--- config.mk ---
export PLATFORM = sky130hd
export DESIGN_NAME = xor_cipher_seq
export DESIGN_NICKNAME = d
export VERILOG_FILES = /design/src/rtl/xor_cipher_seq.sv
export SDC_FILE = /design/constraint.sdc
export NUM_CORES = 1
export LEC_CHECK = 0
export BUFFER_PORTS_ARGS = -buffer_cell sky130_fd_sc_hd__buf_4
export CAP_MARGIN = 20
export CORE_ASPECT_RATIO = 1.75
export CORE_MARGIN = 5
export CORE_UTILIZATION = 34
export DETAILED_ROUTE_END_ITERATION = 12
export PLACE_DENSITY_LB_ADDON = 0.3
export SLEW_MARGIN = 20
export SYNTH_ARGS = -nofsm -noshare
export SYNTH_HDL_FRONTEND = slang
export SYNTH_SLANG_ARGS = --single-unit
--- constraint.sdc ---
create_clock -name clk -period 3.7 [get_ports clk]
set_input_delay 0.74 -clock clk [delete_from_list [all_inputs] [get_ports clk]]
set_output_delay 0.74 -clock clk [all_outputs]
set_load 0.02 [all_outputs]
--- src/rtl/xor_cipher_seq.sv ---
// Frame sequencer: serial seed load, keystream generator load/step, in_bit ^ ks_bit stream, frame counting.
// Latency: one cycle from input accept to out_valid. Backpressure: in_ready drops while an unaccepted output is held.
module xor_cipher_seq #(
  parameter int                SEED_W       = 16,
  parameter logic [SEED_W-1:0] SEED_DEFAULT = 16'hACE1,
  parameter int                LEN_W        = 8
) (
  input  logic              clk,
  input  logic              rst,
  input  logic              seed_bit,
  input  logic              seed_shift,
  input  logic              start,
  input  logic              abort,
  input  logic [LEN_W-1:0]  frame_len,
  input  logic              in_valid,
  input  logic              in_bit,
  output logic              in_ready,
  output logic              out_valid,
  output logic              out_bit,
  input  logic              out_ready,
  output logic [SEED_W-1:0] ks_seed,
  output logic              ks_load,
  output logic              ks_step,
  input  logic              ks_bit,
  output logic              busy,
  output logic              done,
  output logic [LEN_W-1:0]  remaining
);

  typedef enum logic [1:0] {IDLE, LOAD, RUN, DONE} state_t;

  state_t            state;
  state_t            state_nxt;
  logic [SEED_W-1:0] seed_reg;
  logic              drain_ok;
  logic              accept;
  logic              abort_hit;

  // The output slot is free when empty or being handed off this cycle.
  assign drain_ok  = !out_valid || out_ready;
  assign abort_hit = abort && (state != IDLE);
  assign accept    = in_valid && in_ready;
  assign ks_seed   = seed_reg;

  always_ff @(posedge clk or negedge rst) begin
    if (!rst) begin
      state <= IDLE;
    end else begin
      state <= state_nxt;
    end
  end

  always_comb begin
    state_nxt = state;
    case (state)
      IDLE:    if (start) state_nxt = LOAD;
      LOAD:    state_nxt = (remaining != '0) ? RUN : DONE;
      RUN:     if ((remaining == '0) && drain_ok) state_nxt = DONE;
      DONE:    state_nxt = IDLE;
      default: state_nxt = IDLE;
    endcase
    if (abort_hit) state_nxt = IDLE;
  end

  always_comb begin
    busy     = (state != IDLE);
    in_ready = (state == RUN) && (remaining != '0) && drain_ok;
    ks_step  = in_valid && (state == RUN) && (remaining != '0) && drain_ok;
  end

  always_ff @(posedge clk or negedge rst) begin
    if (!rst) begin
      seed_reg  <= SEED_DEFAULT;
      out_valid <= 1'b0;
      out_bit   <= 1'b0;
      ks_load   <= 1'b0;
      done      <= 1'b0;
      remaining <= '0;
    end else begin
      ks_load <= (state_nxt == LOAD);
      done    <= (state_nxt == DONE);
      if ((state == IDLE) && seed_shift && !start) begin
        seed_reg <= {seed_reg[SEED_W-2:0], seed_bit};
      end
      if (abort_hit) begin
        out_valid <= 1'b0;
        remaining <= '0;
      end else begin
        if (accept) begin
          out_valid <= 1'b1;
          out_bit   <= in_bit ^ ks_bit;
          remaining <= remaining - LEN_W'(1);
        end else if (out_ready) begin
          out_valid <= 1'b0;
        end
        // Seed is kept across frames so each frame replays the same keystream.
        if ((state == IDLE) && start) begin
          remaining <= frame_len;
        end
      end
    end
  end

endmodule

==> results of run 1 <==
final timing paths:
kind,from,to,slack [ns]
min,rst,done$_DFF_PN0_,0.39
max,remaining[0]$_DFFE_PN0P_,ks_step,0.80
min reg2reg,ks_seed[9]$_DFFE_PN0P_,ks_seed[10]$_DFFE_PN1P_,0.53
min in group clk,ks_seed[9]$_DFFE_PN0P_,ks_seed[10]$_DFFE_PN1P_,0.53
max in group asynchronous,rst,ks_seed[0]$_DFFE_PN1P_,2.99
max reg2reg,remaining[1]$_DFFE_PN0P_,remaining[5]$_DFFE_PN0P_,1.61
kinds of logic after synthesis:
family	Yosys count	synth area share [%]
buffers and inverters	9	2.28
DFF	30	51.4
AOI/OAI and AO/OA	23	9.98
muxes	18	13.6
xor gates and xnor gates	1	0.592
and+or+nand+nor	45	17.9
adders and majority gates	5	4.23
routing by layer:
metal | routed length [µm] | global-route usage, % | share of wire [%] | up-vias
met4 | 114 | 5.63 | 2.9 | 0
met2 | 1950 | 22.8 | 50 | 58
met5 | 0 | 0 | 0 | -
met1 | 1520 | 15.8 | 39 | 594
met3 | 327 | 4.52 | 8.4 | 8
li1 | - | - | - | 583
flip-flops by register name (all words and copies together) (netlist names):
register	cells
out_bit	1
out_valid	1
state	2
ks_seed	16
ks_load	1
remaining	8
done	1
cells in the final DEF (no fill, tap or decap), types with 3 or more instances in the layout:
cell,synthesis,routed
inv_1,6,6
nor2_1,3,3
dfrtp_1,22,22
ha_1,5,5
buf_4,0,48
nor3_1,4,4
clkbuf_8,0,6
mux2_2,17,17
a31oi_1,5,5
o21ai_0,7,7
or4_1,3,3
dfstp_2,8,8
nand3_1,3,3
nor2b_1,4,4
nand2_1,10,10
and3_1,3,3
per-stage QoR:
stage | power (µW) | hold WS (ns) | cell area [µm²]
final | 1710 | 0.386 | 1980
after global routing | 1820 | 0.408 | 1980
after CTS | 1730 | 0.394 | 1980
after detailed placement | 1460 | 0.526 | 1890
after global placement | 1450 | 0.511 | 1890
after floorplan | 1100 | 0.444 | 1480
cell type report:
class	count	area share, %
Clock inverter	1	0.252
Clock buffer	7	4.35
Inverter	7	1.32
Multi-Input combinational cell	92	34.5
Timing Repair Buffer	48	18.2
Sequential cell	30	38.3
Tap cell	49	3.09
power by group:
part / total (µW) / switching [µW] / internal, µW
Sequential: 594 / 121 / 474
Combinational: 853 / 473 / 380
Clock: 267 / 117 / 150
==> flow_metrics.env, run 1 <==
export IMPL_gp_congestion=0.956
export IMPL_vdd_drop_max_mv=0.450
export IMPL_dieArea_um2=5820
export IMPL_fin_worst_skew_ns=0.00425
export IMPL_period_share_pct=78.5
export IMPL_worstRegToRegCells=4
export IMPL_grt_overflow=0
export IMPL_diodes=0
export IMPL_syn_nets=154
export IMPL_final_hold_viol_count=0
export IMPL_path_class="flop to output pin"
export IMPL_drv_cap=0
export IMPL_core_rowCount=31
export IMPL_core_area_um2=4190
export IMPL_htreeDepth=2
export IMPL_grt_util_all_layers_pct=13.8
export IMPL_antenna_found_initial=0
export IMPL_dp_cells=226
export IMPL_drt_wl_total_mm=3.91
export IMPL_critPathTopFamily="simple AND/OR/NAND/NOR gates"
export IMPL_cts_buffers=5
export IMPL_avgRoutedWirePerCell_um=16.7
export IMPL_outcome="finished, final reports clean"
export IMPL_min_period_ns=2.90
export IMPL_cts_setup_buffers=0
export IMPL_leakage_uw=0.000943
export IMPL_grt_first_pass_wirelength_mm=6.17
export IMPL_worstPathArrival_ns=2.16
export IMPL_drtAntennaViolNets=0
export IMPL_dp_hpwl_mm=3.08
export IMPL_slowest_delay_ns=0.44
export IMPL_rsz0062_at_grt="no"
export IMPL_grt_pass1_vias=1293
export IMPL_ys_seq_elements=30
export IMPL_timing_critical_path_buf_inv=3
export IMPL_endpoint_kind="output pin"
export IMPL_dr_pass1_iters=4
export IMPL_cp_depth=7
export IMPL_synth_common_cells="dfrtp_1, mux2_2, nand2_1"
export IMPL_pre_cts_ws_ns=1.11
export IMPL_synth_avg_cell_area_um2=11.3
export IMPL_drc=0
export IMPL_area_growth_pct=34.2
export IMPL_crit_fanout=5
export IMPL_port_buffers=48
export IMPL_synth_seq_area_share_pct=51.4
export IMPL_nNetsFinal=207
export IMPL_die_w_um=59.9
export IMPL_crit_slowest_cell="or3b_1"
export IMPL_avgViaCountPerCell=5.31
export IMPL_cp_required_ns=2.96
export IMPL_power_density_nw_per_um2=864
export IMPL_synth_edff_count=0
export IMPL_yosysUniqueCellTypes=38
export IMPL_synth_area_um2=1480
export IMPL_synth_top_area_share_pct=37.2
export IMPL_cts_tree="yes"
export IMPL_fin_util_pct=47.4
export IMPL_relSlewSlack_pct=50.7
export IMPL_seqCellArea_um2=761
export IMPL_drtIter0Drc=27
export IMPL_fin_cells=234
export IMPL_post_synth_top_count_cell="dfrtp_1"
export IMPL_postLayoutSetupSlackWorst_ns=0.796
export IMPL_ys_flop_type="dfrtp_1"
export IMPL_fp_dieH_um=97.2
export IMPL_hold_path_class="primary input to async pin"
export IMPL_io_pins=49
export IMPL_vias=1243
export IMPL_cts_hold_buffers=0
export IMPL_fill_cells=413
export IMPL_startpoint_type="flop"
export IMPL_synth_warnings=0
export IMPL_tightest_slew_ns=0.737
export IMPL_grt_max_degree=31
export IMPL_clk_latency_ns=0.28
export IMPL_yosysTopAreaCell="dfrtp_1"
export IMPL_multi_input_area_um2=684
export IMPL_critical_path_cell_chain="inv_1 -> ha_1 -> or3b_1 -> or3_4 -> nand2_1 -> inv_2 -> buf_4"
export IMPL_ys_top_cells_by_area="dfrtp_1, dfstp_2, mux2_2"
export IMPL_fmax_mhz=344
export IMPL_cts_root_buffer="clkbuf_8"
export IMPL_cts_sinks=30
export IMPL_syn_inst=131
export IMPL_clk_path_buf_depth=2
export IMPL_final_setup_viol_count=0
export IMPL_ys_async_sr_fraction_pct=100
export IMPL_drive_gt1_share_pct=45.9
export IMPL_slew_viol_final=0
export IMPL_initial_core_util_pct=35.3
export IMPL_setup_tns_ns=0
export IMPL_post_cts_resized=0
export IMPL_clk_pin_slew_ns=0.06
(Power assumes the default switching activity.)
==> run 2: changes to the inputs <==
clock period = 2.45 ns   (was 3.7 ns; I/O delays follow)
==> flow_metrics.env, run 2 (synthesis results as in run 1) <==
export IMPL_outcome="finished, final reports clean"
export IMPL_grt_max_degree=31
export IMPL_cts_buffers=5
export IMPL_hold_path_class="primary input to async pin"
export IMPL_endpoint_kind="output pin"
export IMPL_clockPowerShare_pct=13.7
export IMPL_path_class="flop to output pin"
export IMPL_layout_common_cells="buf_4, dfrtp_1, mux2_2, nand2_1, dfstp_2"
export IMPL_dp_hpwl_mm=3.30
export IMPL_relSlewSlack_pct=66.5
export IMPL_clk_latency_ns=0.28
export IMPL_drt_wl_total_mm=4.39
export IMPL_port_buffers=48
export IMPL_fin_cells=245
export IMPL_avgRoutedWirePerCell_um=17.9
export IMPL_fin_worst_skew_ns=0.00611
export IMPL_switching_power_uw=1160
export IMPL_leakage_uw=0.000995
export IMPL_p_comb_share_pct=53.6
export IMPL_slew_viol_final=0
export IMPL_clk_pin_slew_ns=0.07
export IMPL_dieArea_um2=5820
export IMPL_drc=0
export IMPL_p_int_uw=1610
export IMPL_initial_core_util_pct=35.3
export IMPL_drtIter0Drc=65
export IMPL_final_hold_viol_count=0
export IMPL_gp_congestion=0.984
export IMPL_fp_dieH_um=97.2
export IMPL_grt_pass1_vias=1386
export IMPL_worstPathArrival_ns=1.94
export IMPL_drtAntennaViolNets=0
export IMPL_area_growth_pct=41.7
export IMPL_swShare_pct=41.8
export IMPL_cts_sinks=30
export IMPL_cp_required_ns=1.96
export IMPL_die_w_um=59.9
export IMPL_rsz0062_at_grt="yes"
export IMPL_timing_critical_path_buf_inv=2
export IMPL_min_period_ns=2.43
export IMPL_startpoint_type="flop"
export IMPL_drive_gt1_share_pct=52.6
export IMPL_io_pins=49
export IMPL_final_setup_viol_count=0
export IMPL_tightest_slew_ns=0.501
export IMPL_vdd_drop_max_mv=0.846
export IMPL_critical_path_cell_chain="inv_2 -> ha_4 -> or3b_4 -> or3_4 -> and3_4 -> buf_6"
export IMPL_power_density_nw_per_um2=1320
export IMPL_antenna_found_initial=0
export IMPL_grt_overflow=0
export IMPL_vias=1304
export IMPL_dp_cells=229
export IMPL_crit_slowest_cell="dfrtp_1"
export IMPL_avgViaCountPerCell=5.32
export IMPL_cts_tree="yes"
export IMPL_drv_cap=0
export IMPL_grt_util_all_layers_pct=15.8
export IMPL_cts_root_buffer="clkbuf_8"
export IMPL_p_seq_share_pct=32.7
export IMPL_htreeDepth=2
export IMPL_clk_path_buf_depth=2
export IMPL_fmax_mhz=412
export IMPL_crit_fanout=3
export IMPL_grt_first_pass_wirelength_mm=7.01
export IMPL_period_share_pct=99.1
export IMPL_slowest_delay_ns=0.39
export IMPL_largest_register_ffs=16
export IMPL_critPathTopFamily="simple AND/OR/NAND/NOR gates"
export IMPL_layout_cells_most_common="buf_4"
export IMPL_fill_cells=407
export IMPL_core_area_um2=4190
export IMPL_dr_pass1_iters=4
export IMPL_diodes=0
export IMPL_setup_tns_ns=0
export IMPL_nNetsFinal=218
export IMPL_core_rowCount=31
-- run 2: layer usage --
metal | wire (µm) | vias up | GRT usage [%]
met5 | 0 | - | 0
met4 | 73 | 0 | 4.44
met3 | 349 | 7 | 4.39
met2 | 2310 | 67 | 27.8
met1 | 1660 | 625 | 17.8
li1 | - | 605 | -
-- run 2: stage by stage --
stage	utilization (%)	worst slack [ns]	cell area [µm²]	hold WS, ns	power (µW)
detailed placement	45.7	0.213	1920	0.442	2230
CTS	49.2	0.0109	2060	0.143	2720
global placement	45.7	0.258	1920	0.437	2220
floorplan	-	0.236	1480	0.194	1660
global route	50.0	-0.0238	2100	0.164	2940
finish	50.0	0.0216	2100	0.135	2760
-- run 2: final timing paths --
check                                         startpoint                  endpoint  slack (ns)  cells past startpoint
worst min register to register    ks_seed[8]$_DFFE_PN0P_    ks_seed[8]$_DFFE_PN0P_        0.53                      1
worst max register to register  remaining[0]$_DFFE_PN0P_        state[0]$_DFF_PN0_        0.42                      7
worst max-delay path            remaining[0]$_DFFE_PN0P_                  in_ready        0.02                      6
min in group clk                            frame_len[6]  remaining[6]$_DFFE_PN0P_        0.42                      3
max in group asynchronous                            rst   ks_seed[10]$_DFFE_PN1P_        1.99                      1
worst min-delay path                                 rst            done$_DFF_PN0_        0.13                      1
-- run 2: what timing repair did --
action	4_1_cts	5_1_grt
gates cloned	0	0
pin swaps	2	1
endpoints found under the setup margin	2	2
buffers inserted	5	3
gates resized for setup	7	4
hold buffers	0	0
-- run 2: layout make-up --
type	count	area (µm²)	area share [%]
well taps	49	61.3	2.93
clock inverters	2	10.0	0.478
inverters	7	26.3	1.25
clock buffers	6	72.6	3.46
repair buffers	59	450	21.5
flip-flops and latches	30	761	36.3
multi-input cells	92	714	34.1
-- run 2: power groups by stage --
stage | clock network (µW) | logic (µW) | registers (µW)
after floorplan | 0 | 584 | 1080
after global placement | 0 | 1320 | 897
after detailed placement | 0 | 1330 | 908
after CTS | 393 | 1430 | 894
after global routing | 415 | 1600 | 925
final | 378 | 1480 | 903
